<file path="config.mk">
export PLATFORM = sky130hd
export DESIGN_NAME = serial_subtractor
export DESIGN_NICKNAME = d
export VERILOG_FILES = /design/src/rtl/serial_sub_pkg.sv /design/src/rtl/full_sub.sv /design/src/rtl/serial_subtractor.sv
export SDC_FILE = /design/constraint.sdc
export NUM_CORES = 1
export LEC_CHECK = 0
export ABC_AREA = 0
export BUFFER_PORTS_ARGS = -buffer_cell sky130_fd_sc_hd__buf_2
export CORE_MARGIN = 2
export CORE_UTILIZATION = 49
export DETAILED_ROUTE_END_ITERATION = 8
export PLACE_DENSITY = 0.74
export SETUP_SLACK_MARGIN = 0.2
export SYNTH_ARGS = -nofsm -noshare
export SYNTH_HDL_FRONTEND = slang
export SYNTH_HIERARCHICAL = 1
export SYNTH_SLANG_ARGS = --single-unit
</file>
<file path="constraint.sdc">
create_clock -name clk -period 1.3 [get_ports clk]
set_input_delay 0.13 -clock clk [delete_from_list [all_inputs] [get_ports clk]]
set_output_delay 0.13 -clock clk [all_outputs]
set_load 0.03 [all_outputs]
</file>
<file path="src/rtl/serial_sub_pkg.sv">
`default_nettype none
// ============================================================================
// Module   : serial_sub_pkg
// Brief    : State encoding and counter sizing shared by the serial subtractor.
// Revision : 1.0
// ============================================================================
package serial_sub_pkg;

    localparam logic [1:0] ST_IDLE  = 2'd0;
    localparam logic [1:0] ST_SHIFT = 2'd1;
    localparam logic [1:0] ST_DONE  = 2'd2;

    typedef enum logic [1:0] {
        S_IDLE  = ST_IDLE,
        S_SHIFT = ST_SHIFT,
        S_DONE  = ST_DONE
    } state_t;

    // Bit counter must hold 0..w-1 and never collapse to zero width.
    function automatic int cnt_width(input int w);
        return (w <= 2) ? 1 : $clog2(w);
    endfunction

endpackage
`default_nettype wire

</file>
<file path="src/rtl/full_sub.sv">
`default_nettype none
// ============================================================================
// Module   : full_sub
// Brief    : One-bit combinational full subtractor cell.
// Revision : 1.0
// ============================================================================
module full_sub (
    input  logic a,
    input  logic b,
    input  logic bin,
    output logic diff,
    output logic borrow
);

    assign diff   = a ^ b ^ bin;
    assign borrow = (~a & b) | (~(a ^ b) & bin);

endmodule
`default_nettype wire

</file>
<file path="src/rtl/serial_subtractor.sv">
`default_nettype none
// ============================================================================
// Module   : serial_subtractor
// Brief    : Bit-serial W-bit subtractor (a - b - bin), LSB first, around full_sub.
// Revision : 1.0
// ============================================================================
module serial_subtractor
    import serial_sub_pkg::*;
#(
    parameter int W = 8
) (
    input  logic         clk,
    input  logic         rst,
    input  logic         start,
    input  logic [W-1:0] a,
    input  logic [W-1:0] b,
    input  logic         bin,
    output logic         busy,
    output logic         done,
    output logic [W-1:0] diff,
    output logic         borrow_out
);

    localparam int                c_cw   = cnt_width(W);
    localparam logic [c_cw-1:0]   c_last = c_cw'(W - 1);

    state_t          r_state;
    state_t          w_state_nxt;
    logic [W-1:0]    r_a_sr;
    logic [W-1:0]    r_b_sr;
    logic [W-1:0]    r_res;
    logic [W-1:0]    w_res_nxt;
    logic            r_brw;
    logic [c_cw-1:0] r_cnt;
    logic            w_cell_diff;
    logic            w_cell_borrow;
    logic            w_last;

    full_sub u_cell (
        .a      (r_a_sr[0]),
        .b      (r_b_sr[0]),
        .bin    (r_brw),
        .diff   (w_cell_diff),
        .borrow (w_cell_borrow)
    );

    // New bit enters at the MSB so the first (LSB) result lands at bit 0 after W shifts.
    assign w_res_nxt = (r_res >> 1) | (W'(w_cell_diff) << (W - 1));
    assign w_last    = (r_cnt == c_last);

    assign busy = (r_state == S_SHIFT);
    assign done = (r_state == S_DONE);

    always_ff @(posedge clk or posedge rst) begin
        if (rst) begin
            r_state <= S_IDLE;
        end else begin
            r_state <= w_state_nxt;
        end
    end

    always_comb begin
        w_state_nxt = r_state;
        case (r_state)
            S_IDLE:  if (start) w_state_nxt = S_SHIFT;
            S_SHIFT: if (w_last) w_state_nxt = S_DONE;
            S_DONE:  w_state_nxt = S_IDLE;
            default: w_state_nxt = S_IDLE;
        endcase
    end

    always_ff @(posedge clk or posedge rst) begin
        if (rst) begin
            r_a_sr     <= '0;
            r_b_sr     <= '0;
            r_res      <= '0;
            r_brw      <= 1'b0;
            r_cnt      <= '0;
            diff       <= '0;
            borrow_out <= 1'b0;
        end else begin
            case (r_state)
                S_IDLE: begin
                    if (start) begin
                        r_a_sr <= a;
                        r_b_sr <= b;
                        r_brw  <= bin;
                        r_cnt  <= '0;
                    end
                end
                S_SHIFT: begin
                    r_a_sr <= r_a_sr >> 1;
                    r_b_sr <= r_b_sr >> 1;
                    r_res  <= w_res_nxt;
                    r_brw  <= w_cell_borrow;
                    r_cnt  <= r_cnt + c_cw'(1);
                    if (w_last) begin
                        diff       <= w_res_nxt;
                        borrow_out <= w_cell_borrow;
                    end
                end
                default: ;
            endcase
        end
    end

endmodule
`default_nettype wire

</file>
==> run summary, run 1 <==
Startpoint kind of the worst setup timing path -> flop
Wire length of the first global-routing pass -> 6.57 mm
Diodes inserted -> 0
Max IR drop VDD -> 1.33 mV
TritonCTS buffer count -> 5
H-tree Lvls -> 2
Layout filler cell count -> 217
Global placer's final weighted congestion -> 0.737
Number of antenna violations at the first check in global routing -> 0
Detail Route met3 WL -> 171 um
Post-Route Skew -> 0.0102 ns
Leak Pwr -> 0.00119 uW
Slew margin rel. -> 68.3%
Final worst setup slack -> -0.0493 ns
Number of global-route vias before repair -> 1386
Req. time, crit path -> 1.17 ns
Worst setup EP type -> primary output
Final worst path period need -> 1.35 ns
Number of ports placed on the die boundary -> 31
Layout overhead on the synthesized area -> 46.4%
Fmax -> 741 MHz
Share of power burned in combinational logic -> 51.2%
Worst path cell trace -> nand2b_4, clkinv_4, buf_6, buf_6
Switching power total -> 2460 uW
Storage cell area -> 953 sq um
Sink Count -> 38
Detail Placement HPWL -> 2.42 mm
Final clock period utilization by the worst path -> 104%
Placed cells -> 232
CTS tree -> built
Clk Latency, worst-skew pair -> 0.35 ns
Remaining antenna violation count -> 0
Util after Layout -> 74.5%
Clock-pin slew reported for the worst setup and hold paths after clock tree synthesis -> 0.12 ns
FF+latch count, synth -> 38
Top cell by count, worst path -> sky130_fd_sc_hd__buf_6
Outcome -> finished with violations
Synthesized net count -> 176
Nets -> 240
Failing checks -> setup timing
Maximum number of pins on one net before global-route repair -> 39
RSZ-0062 raised after global routing -> yes
Max Transition Viols Final -> 0
GRT overflow -> 0
Clock root buffer -> sky130_fd_sc_hd__clkbuf_4
Drt initial violations -> 78
Number of instances in the synthesized netlist -> 153
Count of input and output buffers -> 30
Detailed-routing wirelength on met1 -> 1.83 mm
Detailed-routed wire length on met2 -> 2.32 mm
Per-cell routed wire length -> 16.7 um
Maximum cell stage delay along the critical path -> 0.45 ns
Worst hold-check slack -> 0.0136 ns
Slew of the pin with the lowest slew margin -> 0.476 ns
Die extent in y -> 62.9 um
Final total power -> 6160 uW
Starting density of the core -> 50.9%
Top Metal Used -> met4
Per-instance average area after synthesis -> 11.1 sq um
Fraction of layout instances using a drive strength above 1 -> 58.7%
Number of design rule violations left after detail routing -> 0
Critical path start-end classification -> reg2out
Part of the total power dissipated in the clock network -> 13.4%
CP Max Fanout -> 4
Area of the core region -> 3340 sq um
First-pass iteration count of the detailed router -> 4
Die area -> 3950 sq um
Register area share after synthesis -> 56.0%
Internal Pwr Total -> 3700 uW
WL final -> 4.41 mm
Overall Global Routing Usage -> 21.4%
Max-Cap Viols -> 0
Share of total power consumed by net switching -> 39.9%
Die width -> 62.9 um
Hold Path Class -> in2reg
P per Cell Area -> 2480 nW/um^2
Combined area of the multi-input logic cells -> 867 sq um
Buffer levels on the longest clock path -> 2
Summed instance area of the synthesized netlist -> 1700 sq um
Number of standard cells in the final layout excluding fillers -> 264
Via count -> 1442
Synth unique cells -> 26
Number of synthesis warnings -> 6
Cell with the largest stage delay on the worst path -> sky130_fd_sc_hd__dfrtp_2
Number of vias per cell after detailed routing -> 5.46
Data arrival time of the worst path -> 1.22 ns
Sequential fraction of design power -> 35.5%
Number of cell rows -> 21
Hold Vio Cnt, Final -> 0
Final setup violation count -> 20
-- worst max-delay path, delay by kind of cell (launching register included) --
| family | cells | cell delay [ns] |
|---|---|---|
| DFF | 1 | 0.45 |
| buffers and inverters | 3 | 0.26 |
| and+or+nand+nor | 1 | 0.16 |
-- power by group through the flow --
| stage | Clock (uW) | Combinational [uW] | Sequential, uW |
|---|---|---|---|
| after global routing | 882 | 3380 | 2240 |
| after CTS | 833 | 2660 | 2120 |
| after floorplan | 0 | 1480 | 2280 |
| after detailed placement | 0 | 2270 | 2140 |
| final | 822 | 3150 | 2190 |
| after global placement | 0 | 2160 | 2090 |
-- cell type report --
| class | count | area share (%) |
|---|---|---|
| Clock inverter | 3 | 1.81 |
| Timing Repair Buffer | 65 | 19.5 |
| Clock buffer | 5 | 1.51 |
| Inverter | 10 | 1.71 |
| Sequential cell | 38 | 38.3 |
| Multi-Input combinational cell | 97 | 34.9 |
| Tap cell | 46 | 2.31 |
-- sequential cells by signal (all words and copies together), names as in the netlist --
name and flops:
diff 8, r_cnt 3, r_a_sr 8, r_res 7, r_b_sr 8, r_state 2, borrow_out 1, r_brw 1
-- final timing paths --
check	from	endpoint	slack [ns]	depth (start not counted)
max reg2reg	r_state[1]	r_b_sr[7]	-0.04	5
min in group asynchronous	rst	r_brw	0.41	4
min reg2reg	r_res[1]	r_res[1]	0.50	2
max	r_state[1]	busy	-0.05	4
max in group asynchronous	rst	r_state[1]	0.54	4
min	b[7]	r_b_sr[7]	0.01	2
-- timing repair --
item                                    4_1_cts  5_1_grt
pin swaps                                    17       23
resized for setup                            30       34
endpoints found under the setup margin       39       44
hold endpoints to repair                     39        0
hold buffers                                  2        0
cloned                                        2        0
setup buffers                                10       10
-- metal layers --
layer | up-vias | GRT usage [%]
li1 | 678 | -
met1 | 709 | 27.6
met2 | 44 | 36.0
met3 | 11 | 4.32
met4 | 0 | 6.94
met5 | - | 0
-- per-stage QoR --
step / area [sq um] / setup WS [ns] / setup TNS, ns
floorplan: 1740 / 0.0437 / 0
finish: 2490 / -0.0493 / -0.422
detailed placement: 1990 / -0.0265 / -0.184
global route: 2490 / -0.103 / -1.43
global placement: 1990 / 0.0231 / 0
CTS: 2280 / -0.0610 / -0.262
-- placed cells by master (no fill, tap or decap), types with 3 or more instances in the layout --
cell                       count
sky130_fd_sc_hd__dfrtp_1      36
sky130_fd_sc_hd__buf_2        25
sky130_fd_sc_hd__buf_4        25
sky130_fd_sc_hd__nand2_1      17
sky130_fd_sc_hd__o22ai_1      12
sky130_fd_sc_hd__o22ai_2      11
sky130_fd_sc_hd__buf_6        11
sky130_fd_sc_hd__a21oi_1       9
sky130_fd_sc_hd__mux2_4        9
sky130_fd_sc_hd__inv_2         6
sky130_fd_sc_hd__a21oi_2       6
sky130_fd_sc_hd__clkbuf_4      6
sky130_fd_sc_hd__nand2_2       5
sky130_fd_sc_hd__a22o_1        4
sky130_fd_sc_hd__inv_1         3
sky130_fd_sc_hd__nand2b_4      3
-- synth_stat cells --
cell type / instances / area share [%]
sky130_fd_sc_hd__nand2_4: 1 / 0.66
sky130_fd_sc_hd__o21bai_1: 1 / 0.44
sky130_fd_sc_hd__o22a_1: 2 / 1.0
sky130_fd_sc_hd__o22ai_1: 24 / 8.8
sky130_fd_sc_hd__a22o_1: 4 / 2.1
sky130_fd_sc_hd__nor2b_1: 1 / 0.37
sky130_fd_sc_hd__a21oi_1: 15 / 4.4
sky130_fd_sc_hd__clkbuf_1: 1 / 0.22
sky130_fd_sc_hd__inv_1: 9 / 2.0
sky130_fd_sc_hd__o21ai_0: 1 / 0.29
sky130_fd_sc_hd__nor2_1: 5 / 1.1
sky130_fd_sc_hd__buf_2: 5 / 1.5
sky130_fd_sc_hd__buf_4: 3 / 1.3
sky130_fd_sc_hd__nand2_1: 22 / 4.9
sky130_fd_sc_hd__fa_1: 1 / 1.2
sky130_fd_sc_hd__mux2_4: 9 / 8.0
sky130_fd_sc_hd__nor3b_1: 2 / 0.88
sky130_fd_sc_hd__inv_4: 1 / 0.37
sky130_fd_sc_hd__buf_6: 1 / 0.66
sky130_fd_sc_hd__nand2b_4: 1 / 0.81
sky130_fd_sc_hd__nor3_1: 1 / 0.29
sky130_fd_sc_hd__dfrtp_1: 38 / 56
sky130_fd_sc_hd__nor4b_1: 1 / 0.52
sky130_fd_sc_hd__ha_1: 2 / 1.5
sky130_fd_sc_hd__nand2b_1: 1 / 0.37
sky130_fd_sc_hd__a211oi_1: 1 / 0.44
-- kinds of logic after synthesis --
family                   count (synthesis)  share of synthesized area (%)
AO/OA/AOI/OAI                           48                           17.5
flip-flops                              38                           56.0
AND/OR/NAND/NOR                         35                           9.87
buffers and inverters                   20                           6.04
multiplexers                             9                           7.95
adder cells (fa/ha/maj)                  3                           2.65
Note: power is estimated with default switching activity, not from simulation.
==> run 2, diff against run 1 <==
Settings changed: SETUP_SLACK_MARGIN 0.2 to 0.15.
==> run summary, run 2 (synthesis results as in run 1) <==
Switching power total -> 2630 uW (+7.0%)
Worst setup EP type -> primary output
Launch point of the worst hold path -> b[1]
Util after Layout -> 76.3% (+1.7 points)
H-tree Lvls -> 2 (unchanged)
Max IR drop VDD -> 1.37 mV (+3.0%)
CTS tree -> built
Via count -> 1422 (-1.4%)
Area of the core region -> 3340 sq um (unchanged)
Max Transition Viols Final -> 0 (unchanged)
Biggest registers after layout -> diff: 8 flops, r_a_sr: 8 flops, r_b_sr: 8 flops
Number of cell rows -> 21 (unchanged)
Worst hold path endpoint -> r_b_sr[1]
Post-Route Skew -> 0.00869 ns (-0.00147 ns)
Slew margin rel. -> 68.5% (+0.18 points)
RSZ-0062 raised after global routing -> yes
Hold Vio Cnt, Final -> 0 (unchanged)
Overall Global Routing Usage -> 23.3% (+1.9 points)
Number of ports placed on the die boundary -> 31 (unchanged)
Outcome -> finished with violations
Share of total power consumed by net switching -> 41.4% (+1.5 points)
Clk Latency, worst-skew pair -> 0.35 ns (about the same)
Maximum number of pins on one net before global-route repair -> 39 (unchanged)
CP Max Fanout -> 2 (-2)
Finished Cell Area -> 2540 sq um (+2.3%)
Count of input and output buffers -> 30 (unchanged)
Die width -> 62.9 um (unchanged)
Hold Path Class -> in2reg
Critical path start-end classification -> reg2out
Detail Placement HPWL -> 2.43 mm (+0.36%)
Drt initial violations -> 50 (-36%)
Worst r2r dst -> r_b_sr[7]
Most frequent standard cell in the layout excluding fill and tap cells -> sky130_fd_sc_hd__dfrtp_1
Reg2reg path depth -> 5 (unchanged)
Die extent in y -> 62.9 um (unchanged)
Buffer levels on the longest clock path -> 2 (unchanged)
First-pass iteration count of the detailed router -> 4 (unchanged)
Wire length of the first global-routing pass -> 7.07 mm (+7.6%)
Nets -> 233 (-2.9%)
Layout overhead on the synthesized area -> 49.8%
Number of antenna violations at the first check in global routing -> 0 (unchanged)
Placed cells -> 232 (unchanged)
TritonCTS buffer count -> 5 (unchanged)
Placement-stage cell area -> 1970 sq um (-1.0%)
Die area -> 3950 sq um (unchanged)
Fraction of layout instances using a drive strength above 1 -> 61.1% (+2.4 points)
Final worst path period need -> 1.37 ns (+0.0176 ns)
Starting density of the core -> 50.9% (unchanged)
Number of design rule violations left after detail routing -> 0 (unchanged)
GRT overflow -> 0 (unchanged)
Diodes inserted -> 0 (unchanged)
Max-Cap Viols -> 0 (unchanged)
Most used cells in the layout excluding fill and tap cells -> sky130_fd_sc_hd__dfrtp_1, sky130_fd_sc_hd__buf_2, sky130_fd_sc_hd__nand2_1, sky130_fd_sc_hd__buf_4, sky130_fd_sc_hd__a21oi_2
Clock root buffer -> sky130_fd_sc_hd__clkbuf_4
Part of the total power dissipated in the clock network -> 12.7% (-0.7 points)
Number of global-route vias before repair -> 1475 (+6.4%)
Leak Pwr -> 0.00117 uW (-1.7%)
Global placer's final weighted congestion -> 0.727 (-1.4%)
Fmax -> 732 MHz (-1.3%)
Internal Pwr Total -> 3720 uW (+0.54%)
Number of standard cells in the final layout excluding fillers -> 257 (-2.7%)
Sink Count -> 38 (unchanged)
Final clock period utilization by the worst path -> 105% (+1.4 points)
Number of vias per cell after detailed routing -> 5.53 (+1.3%)
Final setup violation count -> 22 (+10%)
Number of stages on the worst hold path -> 3 (+1)
Data arrival time of the worst path -> 1.24 ns (+0.02 ns)
Per-cell routed wire length -> 17.9 um (+7.1%)
Worst reg2reg startpoint -> r_state[1]
Failing checks -> setup timing
P per Cell Area -> 2490 nW/um^2 (+0.78%)
Remaining antenna violation count -> 0 (unchanged)
Slew of the pin with the lowest slew margin -> 0.473 ns (-0.00276 ns)
WL final -> 4.59 mm (+4.2%)
Clock-pin slew reported for the worst setup and hold paths after clock tree synthesis -> 0.12 ns (about the same)
Startpoint kind of the worst setup timing path -> flop
Share of power burned in combinational logic -> 52.1% (+0.9 points)
R2R setup slack -> -0.04 ns (about the same)
Final worst setup slack -> -0.0669 ns (-0.0176 ns)
Sequential fraction of design power -> 35.3% (-0.2 points)
Final total power -> 6350 uW (+3.1%)
Req. time, crit path -> 1.17 ns (about the same)
-- run 2: changes by cell type in the layout (fill, tap and decap cells not counted), moves of 3 or more --
cell                      delta
sky130_fd_sc_hd__buf_2       +3
sky130_fd_sc_hd__o22ai_1     -4
sky130_fd_sc_hd__buf_4       -8
sky130_fd_sc_hd__a21oi_1     -5
sky130_fd_sc_hd__a21oi_2     +5
sky130_fd_sc_hd__o22ai_2     -3
sky130_fd_sc_hd__o22ai_4     +7
sky130_fd_sc_hd__buf_6       -4
-- run 2: worst max path at each step --
stage / depth (start not counted) / endpoint / start
finish: 4 / busy / r_state[1]
detailed placement: 4 / diff[6] / r_cnt[0]
floorplan: 4 / borrow_out / r_cnt[0]
global route: 4 / busy / r_state[1]
global placement: 4 / borrow_out / r_cnt[1]
CTS: 4 / busy / r_state[1]
-- run 2: stage by stage --
step	hold WS [ns]	worst slack, ns	TNS (ns)
6_report	0.0738	-0.0669	-0.534
5_1_grt	0.0796	-0.0995	-1.25
4_1_cts	0.0662	-0.0459	-0.0813
3_5_place_dp	0.266	-0.00592	-0.00592
3_3_place_gp	0.257	0.0257	0
2_1_floorplan	0.263	0.0437	0
-- run 2: power groups by stage --
stage	registers (uW)	clock network [uW]	logic (uW)
CTS	2140	814	2740
global route	2290	861	3530
detailed placement	2140	0	2230
global placement	2090	0	2130
finish	2240	805	3310
floorplan	2280	0	1460
-- run 2: cell type report --
class	instances	area, sq um
clock buffers	5	37.5
clock inverters	3	40.0
fillers	196	792
inverters	10	43.8
multi-input cells	96	966
flip-flops and latches	38	953
well taps	46	57.6
repair buffers	59	447
-- run 2: critical path: stages, from the launching register on --
cell	delay, ns
sky130_fd_sc_hd__dfrtp_2	0.45
sky130_fd_sc_hd__nand2b_4	0.16
sky130_fd_sc_hd__inv_4	0.06
sky130_fd_sc_hd__buf_8	0.09
sky130_fd_sc_hd__buf_6	0.12
-- run 2: metal layers --
metal	up-vias	wire [um]	track usage [%]
li1	659	-	-
met1	711	1990	27.4
met2	39	2410	41.4
met3	13	117	4.86
met4	0	81	9.17
met5	-	0	0
-- run 2: repair_timing --
action | 4_1_cts | 5_1_grt
resized for setup | 42 | 39
setup buffers | 11 | 2
endpoints found under the hold margin | 40 | 0
hold buffers | 3 | 0
gates cloned | 1 | 0
pin swaps | 32 | 3
endpoints found under the setup margin | 31 | 34
==> run 3, diff against run 2 <==
Settings changed: CORE_UTILIZATION 49 to 54, PLACE_DENSITY 0.74 to 0.78, SKIP_CTS_REPAIR_TIMING set to 1.
Clock period 1.3 ns to 1.8 ns, I/O delays scaled along.
==> run summary, run 3 (synthesis results as in run 1) <==
Die width -> 60.1 um (-4.4%)
Number of cell rows -> 20 (-4.8%)
Hold Vio Cnt, Final -> 0 (unchanged)
Wire length of the first global-routing pass -> 5.13 mm (-27%)
Overall Global Routing Usage -> 19.6% (-3.7 points)
Number of stages on the worst hold path -> 2 (-1)
Die extent in y -> 60.1 um (-4.4%)
GRT overflow -> 0 (unchanged)
Placement-stage cell area -> 1860 sq um (-5.7%)
Biggest registers after layout -> diff: 8 flops, r_a_sr: 8 flops, r_b_sr: 8 flops
Sink Count -> 38 (unchanged)
Worst reg2reg startpoint -> r_cnt[0]
Worst setup EP type -> primary output
Reg2reg path depth -> 4 (-1)
Global placer's final weighted congestion -> 0.731 (+0.61%)
P per Cell Area -> 1760 nW/um^2 (-30%)
Launch point of the worst hold path -> b[7]
Area of the core region -> 3030 sq um (-9.3%)
Hold Path Class -> in2reg
WL final -> 3.24 mm (-29%)
Critical path start-end classification -> reg2out
Clock root buffer -> sky130_fd_sc_hd__clkbuf_4
Fraction of layout instances using a drive strength above 1 -> 29.5% (-32 points)
Nets -> 207 (-11%)
Number of design rule violations left after detail routing -> 0 (unchanged)
Layout overhead on the synthesized area -> 13.7%
Max IR drop VDD -> 0.690 mV (-50%)
Buffer levels on the longest clock path -> 2 (unchanged)
Drt initial violations -> 30 (-40%)
Outcome -> finished clean
Via count -> 1237 (-13%)
CP Max Fanout -> 11 (+9)
Number of antenna violations at the first check in global routing -> 0 (unchanged)
Maximum number of pins on one net before global-route repair -> 39 (unchanged)
Worst r2r dst -> diff[0]
Number of ports placed on the die boundary -> 31 (unchanged)
Die area -> 3610 sq um (-8.7%)
CTS tree -> built
Diodes inserted -> 0 (unchanged)
Max-Cap Viols -> 0 (unchanged)
Finished Cell Area -> 1930 sq um (-24%)
Final setup violation count -> 0 (-100%)
R2R setup slack -> 0.38 ns (+0.42 ns)
Starting density of the core -> 56.1% (+5.2 points)
Final worst path period need -> 1.53 ns
H-tree Lvls -> 2 (unchanged)
Number of global-route vias before repair -> 1143 (-23%)
Count of input and output buffers -> 30 (unchanged)
Fmax -> 652 MHz
Slew of the pin with the lowest slew margin -> 0.504 ns (+0.0307 ns)
Worst hold path endpoint -> r_b_sr[7]
Post-Route Skew -> 0.00657 ns (-0.00212 ns)
Clock-pin slew reported for the worst setup and hold paths after clock tree synthesis -> 0.10 ns (-0.02 ns)
Startpoint kind of the worst setup timing path -> flop
First-pass iteration count of the detailed router -> 4 (unchanged)
Layout filler cell count -> 245 (+25%)
Req. time, crit path -> 1.62 ns (+0.45 ns)
Placed cells -> 219 (-5.6%)
TritonCTS buffer count -> 5 (unchanged)
Most frequent standard cell in the layout excluding fill and tap cells -> sky130_fd_sc_hd__dfrtp_1
Number of vias per cell after detailed routing -> 5.45 (-1.5%)
Max Transition Viols Final -> 0 (unchanged)
Number of standard cells in the final layout excluding fillers -> 227 (-12%)
Final clock period utilization by the worst path -> 85.2%
Slew margin rel. -> 66.4% (-2.0 points)
RSZ-0062 raised after global routing -> no
Data arrival time of the worst path -> 1.35 ns (+0.11 ns)
Detail Placement HPWL -> 2.19 mm (-10%)
Leak Pwr -> 0.000967 uW (-17%)
Clk Latency, worst-skew pair -> 0.34 ns (about the same)
Most used cells in the layout excluding fill and tap cells -> sky130_fd_sc_hd__dfrtp_1, sky130_fd_sc_hd__buf_2, sky130_fd_sc_hd__o22ai_1
Final TNS setup -> 0 ns (+0.534 ns)
Remaining antenna violation count -> 0 (unchanged)
Per-cell routed wire length -> 14.3 um (-20%)
==> run 3: cell count changes in the layout (fill, tap and decap cells not counted), sizes merged <==
cell	previous run	this run
clkinv	2	0
dlygate4sd3	3	1
buf	56	33
clkbuf	5	6
nand2	24	23
bufinv	1	0
==> run 3: cell type report <==
class	instances	area [sq um]	share of cell area (%)
tap	44	55.1	2.85
inverter	10	43.8	2.27
timing repair buffer	34	183	9.46
sequential	38	953	49.4
clock buffer	6	51.3	2.66
multi-input combinational	95	646	33.4
==> run 3: worst max-delay path by stage <==
stage / cells past startpoint / startpoint / slack (ns) / end
6_report: 3 / r_state[1] / 0.27 / busy
5_1_grt: 3 / r_state[1] / 0.21 / busy
4_1_cts: 3 / r_state[1] / 0.13 / done
3_5_place_dp: 4 / r_cnt[0] / 0.37 / borrow_out
3_3_place_gp: 4 / r_cnt[0] / 0.41 / borrow_out
2_1_floorplan: 4 / r_cnt[0] / 0.45 / borrow_out
==> run 3: layer usage <==
metal	GRT usage [%]	wire length (um)	vias up
met5	0	0	-
met4	10.5	68	0
met3	3.90	146	7
met2	30.6	1530	41
met1	25.7	1500	589
li1	-	-	600
==> run 3: power breakdown <==
| part | leakage (uW) | total (uW) | switching, uW | internal [uW] |
|---|---|---|---|---|
| sequential | 0.000459 | 1550 | 302 | 1250 |
| combinational | 0.000478 | 1420 | 807 | 615 |
| clock | 0.0000302 | 426 | 250 | 176 |
==> run 3: stage by stage <==
step	hold WS (ns)	setup WS (ns)	util (%)	total power, uW
floorplan	0.313	0.445	-	2650
global placement	0.308	0.410	61.3	2900
detailed placement	0.316	0.370	61.3	2980
CTS	-0.0622	0.128	63.0	3410
global route	0.0673	0.209	63.8	3650
finish	0.0687	0.266	63.8	3400
==> run 3: critical path: stages, from the launching register on <==
cell and delay [ns]:
sky130_fd_sc_hd__dfrtp_2 0.49, sky130_fd_sc_hd__nand2b_4 0.18, sky130_fd_sc_hd__inv_4 0.12, sky130_fd_sc_hd__buf_2 0.22
